`src/rtl/ifu.sv`:
```
// Non-pipelined instruction fetch unit: one imem read per instruction, hands {pc, inst} to decode
// and then waits for decode's dnpc. Optional performance counters are enabled with IFU_PERF_EN.
module ifu #(
    parameter int                    ADDR_WIDTH = 5,
    parameter int                    DATA_WIDTH = 32,
    parameter logic [DATA_WIDTH-1:0] RESET_PC   = 32'h8000_0000
) (
    input  logic                    clk,
    input  logic                    rst,

    output logic [2*DATA_WIDTH-1:0] if_to_id_bus,
    output logic                    if_to_id_valid,
    input  logic                    id_to_if_ready,

    input  logic [DATA_WIDTH-1:0]   id_to_if_bus,
    input  logic                    id_to_if_valid,
    output logic                    if_to_id_ready,

    output logic                    imem_req_valid,
    input  logic                    imem_req_ready,
    output logic [DATA_WIDTH-1:0]   imem_req_addr,
    input  logic                    imem_resp_valid,
    input  logic [DATA_WIDTH-1:0]   imem_resp_data,

`ifdef IFU_PERF_EN
    output logic [31:0]             perf_fetch_cnt,
    output logic [31:0]             perf_wait_cnt,
`endif
    output logic                    fetch_err
);

    typedef enum logic [2:0] {
        S_FETCH,
        S_WAIT,
        S_OUT,
        S_NPC,
        S_HALT
    } state_t;

    state_t                  state;
    logic [DATA_WIDTH-1:0]   pc;
    logic                    out_valid;
    logic                    npc_ready;
    logic                    dnpc_aligned;

    // Register widths are carried for interface symmetry only; reject nonsensical configurations.
    if (ADDR_WIDTH < 1 || DATA_WIDTH < 2) begin : g_param_check
        $error("ifu: ADDR_WIDTH must be >= 1 and DATA_WIDTH >= 2");
    end

    // The request is a decode of the FETCH state, masked while reset is held so nothing escapes
    // to memory before the first post-reset cycle.
    assign imem_req_valid = (state == S_FETCH) && !rst;
    assign imem_req_addr  = pc;
    assign if_to_id_valid = out_valid;
    assign if_to_id_ready = npc_ready;
    assign dnpc_aligned   = (id_to_if_bus[1:0] == 2'b00);

    // Main fetch sequencer; handshake outputs are set and cleared on the same edge as the state
    // change so that at most one of request/valid/ready is ever high.
    always_ff @(posedge clk or posedge rst) begin
        if (rst) begin
            state        <= S_FETCH;
            pc           <= RESET_PC;
            if_to_id_bus <= '0;
            out_valid    <= 1'b0;
            npc_ready    <= 1'b0;
            fetch_err    <= 1'b0;
        end else begin
            case (state)
                S_FETCH: begin
                    if (imem_req_ready) begin
                        state <= S_WAIT;
                    end
                end
                S_WAIT: begin
                    if (imem_resp_valid) begin
                        if_to_id_bus <= {pc, imem_resp_data};
                        out_valid    <= 1'b1;
                        state        <= S_OUT;
                    end
                end
                S_OUT: begin
                    if (id_to_if_ready) begin
                        out_valid <= 1'b0;
                        npc_ready <= 1'b1;
                        state     <= S_NPC;
                    end
                end
                S_NPC: begin
                    if (id_to_if_valid) begin
                        npc_ready <= 1'b0;
                        if (dnpc_aligned) begin
                            pc    <= id_to_if_bus;
                            state <= S_FETCH;
                        end else begin
                            fetch_err <= 1'b1;
                            state     <= S_HALT;
                        end
                    end
                end
                S_HALT: begin
                    state <= S_HALT;
                end
                default: begin
                    out_valid <= 1'b0;
                    npc_ready <= 1'b0;
                    state     <= S_FETCH;
                end
            endcase
        end
    end

`ifdef IFU_PERF_EN
    // Delivered-instruction and memory-stall counters; both simply wrap.
    always_ff @(posedge clk or posedge rst) begin
        if (rst) begin
            perf_fetch_cnt <= '0;
            perf_wait_cnt  <= '0;
        end else begin
            if (out_valid && id_to_if_ready) begin
                perf_fetch_cnt <= perf_fetch_cnt + 32'd1;
            end
            if (state == S_FETCH || state == S_WAIT) begin
                perf_wait_cnt <= perf_wait_cnt + 32'd1;
            end
        end
    end
`endif

endmodule

```
`config.mk`:
```
export PLATFORM = sky130hd
export DESIGN_NAME = ifu
export DESIGN_NICKNAME = d
export VERILOG_FILES = /design/src/rtl/ifu.sv
export SDC_FILE = /design/constraint.sdc
export NUM_CORES = 1
export LEC_CHECK = 0
export BUFFER_PORTS_ARGS = -buffer_cell sky130_fd_sc_hd__buf_2
export CORE_UTILIZATION = 46
export CTS_CLUSTER_SIZE = 10
export DETAILED_ROUTE_END_ITERATION = 8
export GPL_ROUTABILITY_DRIVEN = 0
export PLACE_DENSITY = 0.89
export SETUP_SLACK_MARGIN = 0.02
export SYNTH_ARGS = -nofsm -noshare
export SYNTH_HDL_FRONTEND = slang
export SYNTH_SLANG_ARGS = --single-unit
```
`constraint.sdc`:
```
create_clock -name clk -period 4.4 [get_ports clk]
set_input_delay 0.88 -clock clk [delete_from_list [all_inputs] [get_ports clk]]
set_output_delay 0.88 -clock clk [all_outputs]
set_load 0.05 [all_outputs]
```
Yosys cells after proc, flatten, opt, wreduce, memory -nomap -nowiden
Cells that the tools add are included.
- RAM bits: 0
- word-level logic and storage cells: 41
- bits in latches: 0
- flip-flop bits (word level): 102
- memory bits (read-only): 0
- bits of input ports: 70
- memories kept: 0
- bitwise operators: 3
- add/subtract/negate cells: 0
- reduce and logical (&&, ||, !) cells: 12
- muxes and demuxes: 12
- multiply operators: 0
- $lt $le $gt $ge: 0
- shifts and indexed selects: 0
- equality and inequality tests: 8
- div/mod/pow operators: 0
- operators by type and width (kind ; number):
    $mux W3 ; 5
    $pmux W3 S5 ; 1
    $reduce_and A3 Y1 ; 4
    $ne A2 B2 Y1 const B ; 4
    $eq A3 B2 Y1 const B ; 2
    $pmux W1 S3 ; 2
    $reduce_or A3 Y1 ; 2
    $mux W1 ; 4
    $reduce_and A4 Y1 ; 1
    $eq A3 B1 Y1 const B ; 1
    $eq A3 B3 Y1 const B ; 1
    $logic_not A3 Y1 ; 1
    $not A1 Y1 ; 3
    $logic_not A2 Y1 ; 1
    $reduce_and A2 Y1 ; 1
    $logic_and A1 B1 Y1 ; 1
    $logic_not A1 Y1 ; 1

Depth between registers and ports, before layout
- depth after elaboration: 4
- depth in mapped cells: 6
- depth with buffers taken out: 3

Worst setup path before layout
OpenSTA, ideal clock, no wires.
- path kind: input to output
- from: input port rst
- to: output port imem_req_valid
- stages on the path: 1
- slack: 1191 ps
- arrival time: 2329 ps
- buffers on the path: 0
- path through: nor4_1
- longest elaborated chain between the ends: 2
- RTL lines (item ; RTL line ; source):
    start: declaration ; 9 ; input logic rst,
    $logic_not A1 Y1 (no source line) ; -- ;
    $logic_and A1 B1 Y1 ; 53 ; assign imem_req_valid = (state == S_FETCH) && !rst;
    end: declaration ; 19 ; output logic imem_req_valid,
Every way passes these cells.

Final worst setup path
- from: register state[0]
- to: output port imem_req_valid
- longest elaborated chain between the ends: 2
- RTL lines (item ; RTL line ; source):
    start: declaration ; 40 ; state_t state;
    start signal: assignment ; 63 ; state <= S_FETCH;
    start signal: assignment ; 73 ; state <= S_WAIT;
    start signal: assignment ; 80 ; state <= S_OUT;
    $logic_not A3 Y1 ; 53 ;
    $logic_and A1 B1 Y1 ; 53 ;
Every way passes these cells.

==> impl_metrics.toml <==
[timing]
timing.final.crit_period_ns = 2.341
rsz0062_at_grt = "no"
max_clock_freq_mhz = 427.1
whs_ns = 0.4823
tns_ns = 0
slew_violations = 0
finalHoldViolations = 0
setup_viol = 0
worst_clock_skew_ns = 0.01211
maxSlewHeadroom = 0.4248
tightest_slew_ns = 0.8628
fin_crit_sh = 0.5321

[synth]
syn_area_um2 = 4019
ys_types = 27
yosys_warnings = 0
syn_inst = 240
async_flop_share = 1.000
avgSynthCellArea_um2 = 16.75
synth-seq-cells = 102
synthFlopType = "dfrtp_1"
synth_edf_count = 0
syn-num-nets = 310
seq_area_frac_synth = 0.6354

[detailed_routing]
ant_nets = 0
drc = 0
wl_met2_mm = 3.849
drtPass1Iterations = 3
m1WireLength_mm = 3.386
highest_layer = "met4"
drt_iter0_drc = 46
vias = 2548
vias_per_cell = 4.909
wl_per_cell_um = 15.08
routed-wl-met3_um = 496
finalWirelength_mm = 7.824

[cts]
clock_latency_ns = 0.35
cts_hold_buf = 0
cts.clk_slew.worst_paths_ns = 0.10
post_cts_buffers = 0
cts_buffer_depth = 2
root_buffer = "clkbuf_8"
cts.repair.resized = 0
cts-buffers-inserted = 9
cts.sinks = 102
cts_tree = "yes"
htreeDepth = 3

[worst_hold_path]
hp-start = "fetch_err"
whs_endpoint = "fetch_err"
hold_depth = 1
hold_path.class = "reg2reg"

[layout]
seq_area_um2 = 2554
fillerInstances = 655
stdcell_count = 519
multiInputGateArea_um2 = 1350
nets = 479
syn2layout_area_growth_pct = 27.40
insertedDiodeCount = 0
layout-drive-gt1-share = 0.6908

[global_route]
grt_max_degree = 73
grt_pass1_wl_mm = 11.99
overflow = 0
track_usage = 0.1742
antenna_found_initial = 0
grt_pass1_vias = 2539

[floorplan]
die_w_um = 95.47
core_area_um2 = 8341
die_area_um2 = 9115
rows = 33
io_pins = 170
die_h_um = 95.47
initial_core_util = 0.4818

[critical_path]
worstReg2RegEnd = "if_to_id_bus[18]"
rrSetupSlack_ns = 2.19
cp_max_fo = 10
cpPeakStageDelay_ns = 0.51
start_kind = "flip-flop"
ff2ff_path_depth = 4
crit_arrival_ns = 1.46
path_cells = "nor4_1 > buf_2"
r2r-start = "state[1]"
critPathKind = "reg2out"
slowest_stage = "dfrtp_1"
cp_data_required_time_ns = 3.52
crit_path_end_kind = "primary output"

[placement]
port_buffers = 169
hpwl_mm = 5.430
post-place-cells = 503

[run_status]
outcome = "complete, no violations"

[flow_run]
maxCapViolations = 0
==> worst max-delay path, delay by kind of cell (launching register included) <==
kind	cells	cell delay [ns]
flops	1	0.51
buf+inv	1	0.30
simple gates	1	0.29
==> state kept, by name (all words and copies together), names as in the netlist <==
register	cells
if_to_id_ready	1
imem_req_addr	32
if_to_id_bus	64
fetch_err	1
if_to_id_valid	1
state	3
==> synth_stat cells (2+ instances only) <==
master | number | area (um^2)
a211oi_1 | 2 | 15.01
a21oi_1 | 2 | 10.01
and2_1 | 2 | 12.51
buf_12 | 2 | 40.04
buf_2 | 7 | 35.03
buf_6 | 2 | 22.52
dfrtp_1 | 101 | 2527
mux2_2 | 66 | 743.2
mux2_4 | 28 | 420.4
nand2_1 | 4 | 15.01
nor2_1 | 4 | 15.01
nor2b_1 | 2 | 12.51
o21ai_0 | 4 | 20.02
==> layout by cell type, fill, tap and decap left out, types with 2 or more instances in the layout <==
cell type,n
buf_2,169
dfrtp_1,101
mux2_2,66
mux2_4,28
clkbuf_8,10
nand2_1,4
nor2_1,4
o21ai_0,4
inv_6,3
nor2b_1,2
a211oi_1,2
a21oi_1,2
and2_1,2
==> worst max-delay path by stage <==
stage	from	end	slack, ns	depth (start not counted)
detailed placement	imem_resp_valid	if_to_id_bus[10]	1.82	5
CTS	state[0]	imem_req_valid	2.04	2
global route	state[0]	imem_req_valid	1.91	2
finish	state[0]	imem_req_valid	2.06	2
floorplan	rst	fetch_err	0.85	1
global placement	imem_resp_valid	if_to_id_bus[13]	1.84	5
==> cell type report <==
| type | instances | share of cell area |
|---|---|---|
| clock inverter | 5 | 0.01246 |
| tap | 105 | 0.02566 |
| timing repair buffer | 171 | 0.1706 |
| clock buffer | 11 | 0.02761 |
| multi-input combinational | 124 | 0.2637 |
| inverter | 1 | 0.001222 |
| sequential | 102 | 0.4988 |
==> cells by family (layout without fill, tap and decap cells) <==
logic type      after synthesis  in the layout  synth area share
mux                          94             94            0.2895
flops                       102            102            0.6354
simple gates                 20             20           0.03020
buf+inv                      14            188           0.02988
compound gates               10             10           0.01494
==> per-stage QoR <==
stage / setup WS (ns) / util / instance area, um^2
floorplan: 0.8462 / - / 4019
global placement: 1.844 / 0.5893 / 4915
detailed placement: 1.821 / 0.5893 / 4915
CTS: 2.037 / 0.6139 / 5120
global route: 1.914 / 0.6139 / 5120
finish: 2.059 / 0.6139 / 5120
==> layer usage <==
layer,up-vias,track usage
met3,6,0.05104
met1,1259,0.2196
met2,96,0.2899
li1,1187,-
met5,-,0
met4,0,0.05224
Power is left out: the tool's default activity adds up to more than one toggle a clock period on the data nets, which glitch-free logic cannot reach.
